$ cat src/rtl/alu_display_scan.sv
// Two-digit seven-segment scanner for an ALU result: captures a result on load,
// multiplexes tens/units digits, and blinks "Er" while the error flag is captured.
module alu_display_scan #(
    parameter int SCAN_DIV  = 1024,
    parameter int BLINK_DIV = 64
) (
    input  logic       clk,
    input  logic       rst_n,
    input  logic       load,
    input  logic [3:0] dec_bin,
    input  logic [3:0] unis_bin,
    input  logic       zero,
    input  logic       error,
    output logic [6:0] seg,
    output logic [1:0] an,
    output logic       zero_led,
    output logic       load_ack
);

    localparam int SW = (SCAN_DIV > 1) ? $clog2(SCAN_DIV) : 1;
    localparam int BW = (BLINK_DIV > 1) ? $clog2(BLINK_DIV) : 1;
    localparam logic [SW-1:0] SLOT_LAST  = SW'(SCAN_DIV - 1);
    localparam logic [BW-1:0] BLINK_LAST = BW'(BLINK_DIV - 1);

    localparam logic [6:0] GLYPH_DASH = 7'h40;
    localparam logic [6:0] GLYPH_E    = 7'h79;
    localparam logic [6:0] GLYPH_R    = 7'h50;

    typedef enum logic [1:0] {
        IDLE,
        SHOW,
        ERR
    } state_t;

    state_t        state;
    logic [SW-1:0] slot_cnt;
    logic          sel;
    logic [BW-1:0] blink_cnt;
    logic          blink_on;
    logic [3:0]    tens;
    logic [3:0]    units;
    logic          zero_c;
    logic          err_c;

    logic          slot_wrap;
    logic [6:0]    seg_p0;
    logic [1:0]    an_p0;
    logic          zero_p0;

    function automatic logic [6:0] glyph(input logic [3:0] v);
        logic [6:0] g;
        case (v)
            4'd0:    g = 7'h3F;
            4'd1:    g = 7'h06;
            4'd2:    g = 7'h5B;
            4'd3:    g = 7'h4F;
            4'd4:    g = 7'h66;
            4'd5:    g = 7'h6D;
            4'd6:    g = 7'h7D;
            4'd7:    g = 7'h07;
            4'd8:    g = 7'h7F;
            4'd9:    g = 7'h6F;
            default: g = GLYPH_DASH;
        endcase
        return g;
    endfunction

    assign slot_wrap = (slot_cnt == SLOT_LAST);

    // Stage p0: decode the current state into the next display drive
    always_comb begin
        seg_p0 = '0;
        an_p0  = '0;
        case (state)
            SHOW: begin
                if (sel) begin
                    an_p0  = 2'b10;
                    seg_p0 = (tens == 4'd0) ? 7'h00 : glyph(tens);
                end else begin
                    an_p0  = 2'b01;
                    seg_p0 = glyph(units);
                end
            end
            ERR: begin
                if (blink_on) begin
                    an_p0  = sel ? 2'b10 : 2'b01;
                    seg_p0 = sel ? GLYPH_E : GLYPH_R;
                end
            end
            default: ;
        endcase
        zero_p0 = (state != IDLE) && zero_c && !err_c;
    end

    // Stage p1: registered state, capture and display outputs
    always_ff @(posedge clk or negedge rst_n) begin
        if (!rst_n) begin
            state     <= IDLE;
            slot_cnt  <= '0;
            sel       <= 1'b0;
            blink_cnt <= '0;
            blink_on  <= 1'b1;
            tens      <= '0;
            units     <= '0;
            zero_c    <= 1'b0;
            err_c     <= 1'b0;
            seg       <= '0;
            an        <= '0;
            zero_led  <= 1'b0;
            load_ack  <= 1'b0;
        end else begin
            load_ack <= load;

            if (slot_wrap) begin
                slot_cnt <= '0;
                sel      <= ~sel;
            end else begin
                slot_cnt <= slot_cnt + SW'(1);
            end

            // A capture always restarts blinking in the ON phase
            if (load) begin
                tens      <= dec_bin;
                units     <= unis_bin;
                zero_c    <= zero;
                err_c     <= error;
                state     <= error ? ERR : SHOW;
                blink_cnt <= '0;
                blink_on  <= 1'b1;
            end else if (state == ERR && slot_wrap) begin
                if (blink_cnt == BLINK_LAST) begin
                    blink_cnt <= '0;
                    blink_on  <= ~blink_on;
                end else begin
                    blink_cnt <= blink_cnt + BW'(1);
                end
            end

            seg      <= seg_p0;
            an       <= an_p0;
            zero_led <= zero_p0;
        end
    end

endmodule

$ cat config.mk
export PLATFORM = sky130hd
export DESIGN_NAME = alu_display_scan
export DESIGN_NICKNAME = d
export VERILOG_FILES = /design/src/rtl/alu_display_scan.sv
export SDC_FILE = /design/constraint.sdc
export NUM_CORES = 1
export LEC_CHECK = 0
export CAP_MARGIN = 10
export CORE_ASPECT_RATIO = 1.75
export CORE_UTILIZATION = 55
export DETAILED_ROUTE_END_ITERATION = 10
export GPL_TIMING_DRIVEN = 0
export HOLD_SLACK_MARGIN = 0.03
export PLACE_DENSITY = 0.79
export REMOVE_ABC_BUFFERS = 1
export SKIP_CTS_REPAIR_TIMING = 1
export SYNTH_ARGS = -nofsm -noshare
export SYNTH_HDL_FRONTEND = slang
export SYNTH_SLANG_ARGS = --single-unit
$ cat constraint.sdc
create_clock -name clk -period 5.1 [get_ports clk]
set_input_delay 1.02 -clock clk [delete_from_list [all_inputs] [get_ports clk]]
set_output_delay 1.02 -clock clk [all_outputs]
set_load 0.01 [all_outputs]
# Word level (Yosys, flattened, before mapping)
# Memory sizes are Yosys's and may differ from the RTL's.
# Index checks and enable logic that the tools add are counted.
[word_totals]
reg_bits = 41
romBits = 224
out_inout_bits = 11
word_cells = 48
mem_count = 2
[classes]
add_sub_neg = 2
n_eq_ne = 4
muxes = 16
bitwise = 2
n_reduce_logical = 9
[mem_list]
columns = ["memory", "words", "width", "read_ports", "rd_clocked_by_memory_dff", "wr", "line", "source"]
rows = [
  ["(name not given)", 16, 7, 1, 0, 0, "52", "case (v)"],
  ["(name not given)", 16, 7, 1, 0, 0, "52", ""],
]
[ops]
columns = ["operator", "count"]
rows = [
  ["2-to-1 mux 6 bit", 4],
  ["2-to-1 mux 7 bit", 3],
  ["case mux 7 bit (2 select lines)", 1],
  ["adder 10 x 1 -> 10 bit, second input constant", 1],
  ["equality test 10 bit, second input constant", 1],
  ["2-to-1 mux 10 bit", 1],
  ["adder 6 x 1 -> 6 bit, second input constant", 1],
  ["equality test 6 bit, second input constant", 1],
  ["2-to-1 mux 2 bit", 3],
  ["nonzero test 2 bit", 3],
  ["zero test 4 bit", 1],
  ["case mux 2 bit (2 select lines)", 1],
  ["logical AND 1 bit", 3],
  ["2-to-1 mux 1 bit", 3],
  ["equality test 2 x 1 -> 1 bit, second input constant", 1],
  ["equality test 2 bit, second input constant", 1],
  ["inverter 1 bit", 2],
  ["AND reduction 2 bit", 1],
  ["zero test 1 bit", 1],
]

# Longest topological paths before layout
# Gate-level depths: netlist of run 1.
[depth]
depth_word = 4
ltp_mapped = 7
ltp_nobuf = 6

# Worst setup path after synthesis of run 1
# Ideal clock, no wire load.
[synth_path]
kind = "reg2reg"
from = "reg state[0]"
to = "reg blink_cnt[3]"
setup_ns = 0.078
arrival_time_ns = 1.789
required_ns = 5.022
setup_slack_ns = 3.233
stages_incl_launch_ff = 8
n_path_buf = 1
synth_period_minus_slack_ns = 1.867
path_cell_list = "dfrtp_1 -> inv_1 -> ha_1 -> inv_1 -> or4_4 -> buf_6 -> or3b_1 -> a21oi_1"
[synth_via]
elab_chain_cells = 3
[synth_lines]
columns = ["element", "line", "source"]
rows = [
  ["from (decl)", "35", "state_t state;"],
  ["from (signal assigned)", "127", "state <= error ? ERR : SHOW;"],
  ["equality test 2 bit", "130", "end else if (state == ERR && slot_wrap) begin"],
  ["logical AND 1 bit", "130", ""],
  ["nonzero test 2 bit (no source line)", "-", ""],
  ["to (signal assigned)", "135", "blink_cnt <= blink_cnt + BW'(1);"],
  ["to (decl)", "38", "logic [BW-1:0] blink_cnt;"],
]
# No other way between the ends.
# A chain may end at the register's enable or synchronous reset.

# Final worst setup path of run 1
[layout_path]
from = "in load"
to = "reg blink_cnt[5]"
[layout_via]
elab_chain_cells = 1
[layout_lines]
columns = ["element", "line", "source"]
rows = [
  ["from (decl)", "9", "input logic load,"],
  ["2-to-1 mux 6 bit / nonzero test 2 bit (equally long branches)", "-", ""],
]
# Parallel ways exist; a longest one is shown, timed or not.

==> impl_metrics.toml, run 1 <==
[outcome]
status = "finished, final reports clean"

[floorplan]
start_util = 0.572
rows = 29
die_x_um = 48.2
die_h_um = 82.9
boundaryPins = 24
core-area_mm2 = 0.00359
die-area_mm2 = 0.00400

[synth]
async_reset_ff_frac = 1.00
ys_dominant_reg_cell = "dfrtp_1"
syn_inst = 205
yosysUniqueCellTypes = 41
yosys.area_share.simple = 0.175
synth.cell_area_mm2 = 0.00206
synth_compound_area_frac = 0.144
yosys_warnings = 0
synth_seq_cells = 40
synth-edff-count = 0
synth-xor-area-share = 0.0341
avgSynthCellArea_um2 = 10.0
seq_area_frac_synth = 0.488
synth_top_family_by_area = "simple AND/OR/NAND/NOR gates"
synth_mux_area_frac = 0.0310
synth_fa_ha_area_frac = 0.0913

[run]
maxCapViolCount = 0

[grt]
grt_pass1_wl_um = 6140
grt_pass1_vias = 1491
antenna_found_initial = 0
grt_max_degree = 41
grt_use_total = 0.211
grt-ovfl-total = 0

[detailed_routing]
drt_iter0_markers = 12
via_per_inst = 5.41
first_pass_iters = 4
routed_wl_um = 3540
antenna_left = 0
drc = 0
num_vias = 1493
wl_per_cell_um = 12.8

[sta]
drv_slew = 0
period_needed_ns = 2.47
tightest_slew_ns = 0.876
rsz0062_at_grt = "false"
hold_viol_final = 0
setup_viol = 0
setup_tns_ns = 0
fmax_mhz = 405
relSlewSlack = 0.414
timing.final.crit_share = 0.485
skew_ns = 0.0112

[final_layout]
diodes = 0
drive_gt1_frac = 0.0783
utilization = 0.675
layout_common_cells = "dfrtp_1, clkdlybuf4s50_1, nand2_1"
final_area_mm2 = 0.00242
syn2layout_area_growth_pct = 18.0
final_common_cell = "dfrtp_1"
layout.nets = 257
final_cell_count_no_fill = 276

[worst_setup_path]
cp.depth = 3
path_class = "in2reg"
cp-end-kind = "flip-flop"
slowest_delay_ns = 0.86
path_delay_family = "buffers and inverters"
rr_worst_depth = 6
critical_path_required_ns = 5.30
worstPathArrival_ns = 2.68
start_kind = "input pin"
crit_buf_inv = 1
path_max_fanout = 27
cp_cell_sequence = "clkdlybuf4s50_1, or4_1, o21ai_0"
critical_path.slowest_cell = "clkdlybuf4s50_1"

[clock_tree]
htree_num_levels = 2
cts_buffers = 5
clk_pin_slew_worst_paths_ns = 0.08
cts_sinks = 40
cts_root_buf = "clkbuf_8"
clk_path_buf_depth = 2
clk_latency_ns = 0.30
cts_tree = "done"

[min_path]
hold_path_class = "reg2reg"
hold_depth = 1

[placed_design]
placed_cells = 268
hpwl_um = 2590
port_buffers = 23
dpl_cell_area_mm2 = 0.00231
place.gp.congestion = 0.824

[power_and_ir_drop]
p_leak_uw = 0.00107
p_clk_frac = 0.373
swShare = 0.250
power.switching_uw = 176
seqPwrFrac = 0.491
p_total_uw = 705
peakVddDrop_v = 0.000353
comb_power_share = 0.135
internal_power_uw = 529
cellPowerDensity_mw_per_mm2 = 291
[state kept, by name (all words and copies together), names as in the netlist]
name / flops
units: 4
an: 2
tens: 4
zero_led: 1
sel: 1
slot_cnt: 10
load_ack: 1
blink_cnt: 6
seg: 7
state: 2
blink_on: 1
zero_c: 1
[cell families after synthesis]
logic type | Yosys count
flip-flops | 40
XOR/XNOR | 8
buffers and inverters | 18
multiplexers | 6
AO/OA/AOI/OAI | 49
AND/OR/NAND/NOR | 69
adder cells (fa/ha/maj) | 15
[routing by layer]
layer / global-route usage / vias to the layer above / part of all wire
met3: 0.0565 / 9 / 0.027
met5: 0 / - / 0
met4: 0.111 / 0 / 0.028
met1: 0.223 / 704 / 0.39
li1: - / 754 / -
met2: 0.349 / 26 / 0.56
[through the flow]
stage / hold WS (ns) / setup WS (ns)
2_1_floorplan: 0.432 / 3.21
6_report: 0.476 / 2.63
5_1_grt: 0.506 / 2.52
4_1_cts: 0.481 / 2.61
3_3_place_gp: 0.448 / 2.05
3_5_place_dp: 0.470 / 2.31
[final timing paths]
| path | startpoint | endpoint | slack [ns] |
|---|---|---|---|
| max | load | blink_cnt[5] | 2.63 |
| min | slot_cnt[0] | slot_cnt[0] | 0.48 |
| max reg2reg | state[0] | blink_cnt[4] | 2.98 |
| min reg2reg | slot_cnt[0] | slot_cnt[0] | 0.48 |
| max in group asynchronous | rst_n | units[1] | 3.72 |
| min in group asynchronous | rst_n | seg[3] | 0.83 |
[cells in the mapped netlist (5+ instances only)]
master / number / area share
dfrtp_1: 39 / 0.47
nand2_1: 19 / 0.035
o21ai_0: 18 / 0.044
ha_1: 15 / 0.091
nor2_1: 14 / 0.026
inv_1: 12 / 0.022
a21oi_1: 11 / 0.027
nand3_1: 7 / 0.017
nor2b_1: 6 / 0.018
clkbuf_1: 5 / 0.0091
o21a_1: 5 / 0.018
xnor2_1: 5 / 0.021
[power by group through the flow]
stage,Sequential (uW),Combinational (uW),Clock [uW]
floorplan,354,47.3,0
global placement,352,95.4,0
detailed placement,352,96.1,0
CTS,346,96.7,271
global route,349,109,282
finish,346,95.5,263
[area by class of cell]
cell class	instances	area (um^2)
clock buffers	5	68.8
multi-input cells	147	978
well taps	46	57.6
flip-flops and latches	40	1000
fillers	284	1170
repair buffers	23	225
inverters	12	45.0
clock inverters	3	47.5
[worst register-to-register path, cell delays in order, from the launching register on]
cell,delay [ns]
dfrtp_1,0.42
inv_1,0.10
ha_1,0.20
inv_1,0.05
or4_4,0.61
or3_2,0.48
a21oi_1,0.15
No activity file was read; power rests on OpenSTA's default activity.
==> inputs of run 2 (changes only) <==
==> constraint.sdc (replaced) <==
create_clock -name clk -period 2.5 [get_ports clk]
set_input_delay 0.5 -clock clk [delete_from_list [all_inputs] [get_ports clk]]
set_output_delay 0.5 -clock clk [all_outputs]
set_load 0.01 [all_outputs]
==> results of run 2 <==
The final DEF is identical to that of run 1. Status: finished, final reports clean.
Among the figures that moved: setup slack after placement 2.31 ns -> 0.227 ns; clock-pin slew on the worst setup and hold paths 0.08 ns -> 0.09 ns; setup slack after layout 2.63 ns -> 0.385 ns; hold slack 0.476 ns -> 0.312 ns; start point of the critical path load -> state[0]; end point of the critical path blink_cnt[5] -> blink_cnt[4]; register-to-register setup slack 2.98 ns -> 0.38 ns; total power 705 uW -> 1440 uW; worst IR drop on VDD 0.000353 V -> 0.000721 V
==> inputs of run 3 (changes only) <==
--- a/config.mk
+++ b/config.mk
@@ -7,11 +7,11 @@
 export LEC_CHECK = 0
 export CAP_MARGIN = 10
 export CORE_ASPECT_RATIO = 1.75
-export CORE_UTILIZATION = 55
+export CORE_UTILIZATION = 50
 export DETAILED_ROUTE_END_ITERATION = 10
 export GPL_TIMING_DRIVEN = 0
 export HOLD_SLACK_MARGIN = 0.03
-export PLACE_DENSITY = 0.79
+export PLACE_DENSITY = 0.75
 export REMOVE_ABC_BUFFERS = 1
 export SKIP_CTS_REPAIR_TIMING = 1
 export SYNTH_ARGS = -nofsm -noshare
==> constraint.sdc (replaced) <==
create_clock -name clk -period 1.8 [get_ports clk]
set_input_delay 0.36 -clock clk [delete_from_list [all_inputs] [get_ports clk]]
set_output_delay 0.36 -clock clk [all_outputs]
set_load 0.01 [all_outputs]
==> run 3 against run 2 <==
The flow now finishes with violations (setup timing). Via count rose by 4.5%. Combinational power rose by 49%. Final area rose by 5.1%. Register-to-register slack got worse by 0.45 ns. Global-route usage fell by 0.92 points. First-iteration DRC count rose by 50%. Non-clock buffer count rose by 9. Routed wire length rose by 11%. Maximum frequency rose by 13%. Utilization fell by 2.2 points. Clock-buffer cell count rose by 1. Sequential share of layout area fell by 2.0 points. Critical path type unchanged. Largest cell class is now multi-input combinational cells.
==> impl_metrics.toml, run 3 (synthesis results as in run 1) <==
[power_and_ir_drop]
p_leak_uw = 0.00112
p_total_uw = 1910
peakVddDrop_v = 0.000617
cellPowerDensity_mw_per_mm2 = 749

[grt]
grt_use_total = 0.201
grt-ovfl-total = 0
grt_max_degree = 41
grt_pass1_wl_um = 6450
antenna_found_initial = 0
grt_pass1_vias = 1507

[final_layout]
drive_gt1_frac = 0.154
multiInputGateArea_mm2 = 0.00104
largest_reg_flops = 10
layout_common_cells = "dfrtp_1, clkdlybuf4s50_1, nand2_1"
final_common_cell = "dfrtp_1"
fill_cells = 310
utilization = 0.653
syn2layout_area_growth_pct = 24.0
register_area_mm2 = 0.00100
diodes = 0
largestRegisters = "slot_cnt x10, seg x7, blink_cnt x6"
layout.nets = 267
largest-register = "slot_cnt"

[sta]
skew_ns = 0.00596
period_needed_ns = 1.87
setup_slack_ns = -0.0703
rsz0062_at_grt = "true"
tightest_slew_ns = 0.908
drv_slew = 0
hold_viol_final = 0
fmax_mhz = 535
setup_viol = 4
relSlewSlack = 0.394
timing.final.crit_share = 1.04

[placed_design]
port_buffers = 23
pre_cts_slack_ns = -0.300
place.gp.congestion = 0.872
hpwl_um = 2710

[detailed_routing]
antenna_left = 0
drt_iter0_markers = 18
num_vias = 1560
first_pass_iters = 4
routed_wl_um = 3920
drc = 0
via_per_inst = 5.42
wl_per_cell_um = 13.6

[worst_setup_path]
rrSetupSlack_ns = -0.07
rr_endpoint = "blink_cnt[2]"
start_kind = "flip-flop"
r2r_start = "slot_cnt[0]"
critical_path_required_ns = 2.01
cp-end-kind = "flip-flop"
path_max_fanout = 6
worstPathArrival_ns = 2.09
path_class = "reg2reg"
rr_worst_depth = 6

[min_path]
hold_path_class = "in2async"

[floorplan]
die_h_um = 86.8
core-area_mm2 = 0.00390
die-area_mm2 = 0.00438
boundaryPins = 24
start_util = 0.527
rows = 30
die_x_um = 50.5

[clock_tree]
cts_tree = "done"
clk_latency_ns = 0.29
cts_buffers = 5
clk_path_buf_depth = 2
cts_sinks = 40
htree_num_levels = 2
clk_pin_slew_worst_paths_ns = 0.08
cts_root_buf = "clkbuf_8"

[run]
maxCapViolCount = 0

[outcome]
status = "finished with violations"
violations = "setup timing"
## run 3: critical path, stage by stage (launching register included)
cell and delay (ns):
dfrtp_1 0.42, ha_4 0.17, nand2_4 0.04, or4_4 0.58, buf_6 0.14, or3_4 0.32, a21oi_2 0.11
## run 3: layout make-up
cell class,instances,area share
sequential,40,0.393
multi-input combinational,148,0.407
tap,48,0.0236
clock inverter,2,0.00589
inverter,12,0.0187
timing repair buffer,32,0.119
clock buffer,6,0.0324
## run 3: worst max-delay path by stage
stage                         to        start  slack [ns]  cells past startpoint
floorplan           blink_cnt[4]     state[0]       -0.09                      6
global placement     slot_cnt[2]        rst_n       -0.61                      1
detailed placement  blink_cnt[5]         load       -0.30                      3
CTS                 blink_cnt[4]     state[0]       -0.29                      6
global route        blink_cnt[2]  slot_cnt[0]       -0.12                      6
finish              blink_cnt[2]  slot_cnt[0]       -0.07                      6
## run 3: where the power goes
part / leakage, uW / internal [uW] / switching (uW)
combinational: 0.000565 / 148 / 143
sequential: 0.000510 / 944 / 38.2
clock: 0.0000434 / 310 / 326
total: 0.00112 / 1400 / 507
## run 3: routing by layer
metal | part of all wire | track usage | routed length (um)
met1 | 0.36 | 0.197 | 1430
met2 | 0.58 | 0.361 | 2260
met3 | 0.028 | 0.0509 | 110
met4 | 0.032 | 0.134 | 125
met5 | 0 | 0 | 0
## run 3: stage by stage
| stage | setup TNS, ns | std cells | hold slack [ns] | area (um^2) |
|---|---|---|---|---|
| finish | -0.129 | 288 | 0.171 | 2550 |
| global route | -0.492 | 288 | 0.248 | 2550 |
| CTS | -1.16 | 278 | 0.209 | 2410 |
| detailed placement | -1.69 | 270 | 0.451 | 2310 |
| global placement | -25.44 | 270 | 0.452 | 2320 |
| floorplan | -0.171 | 199 | 0.0644 | 2030 |
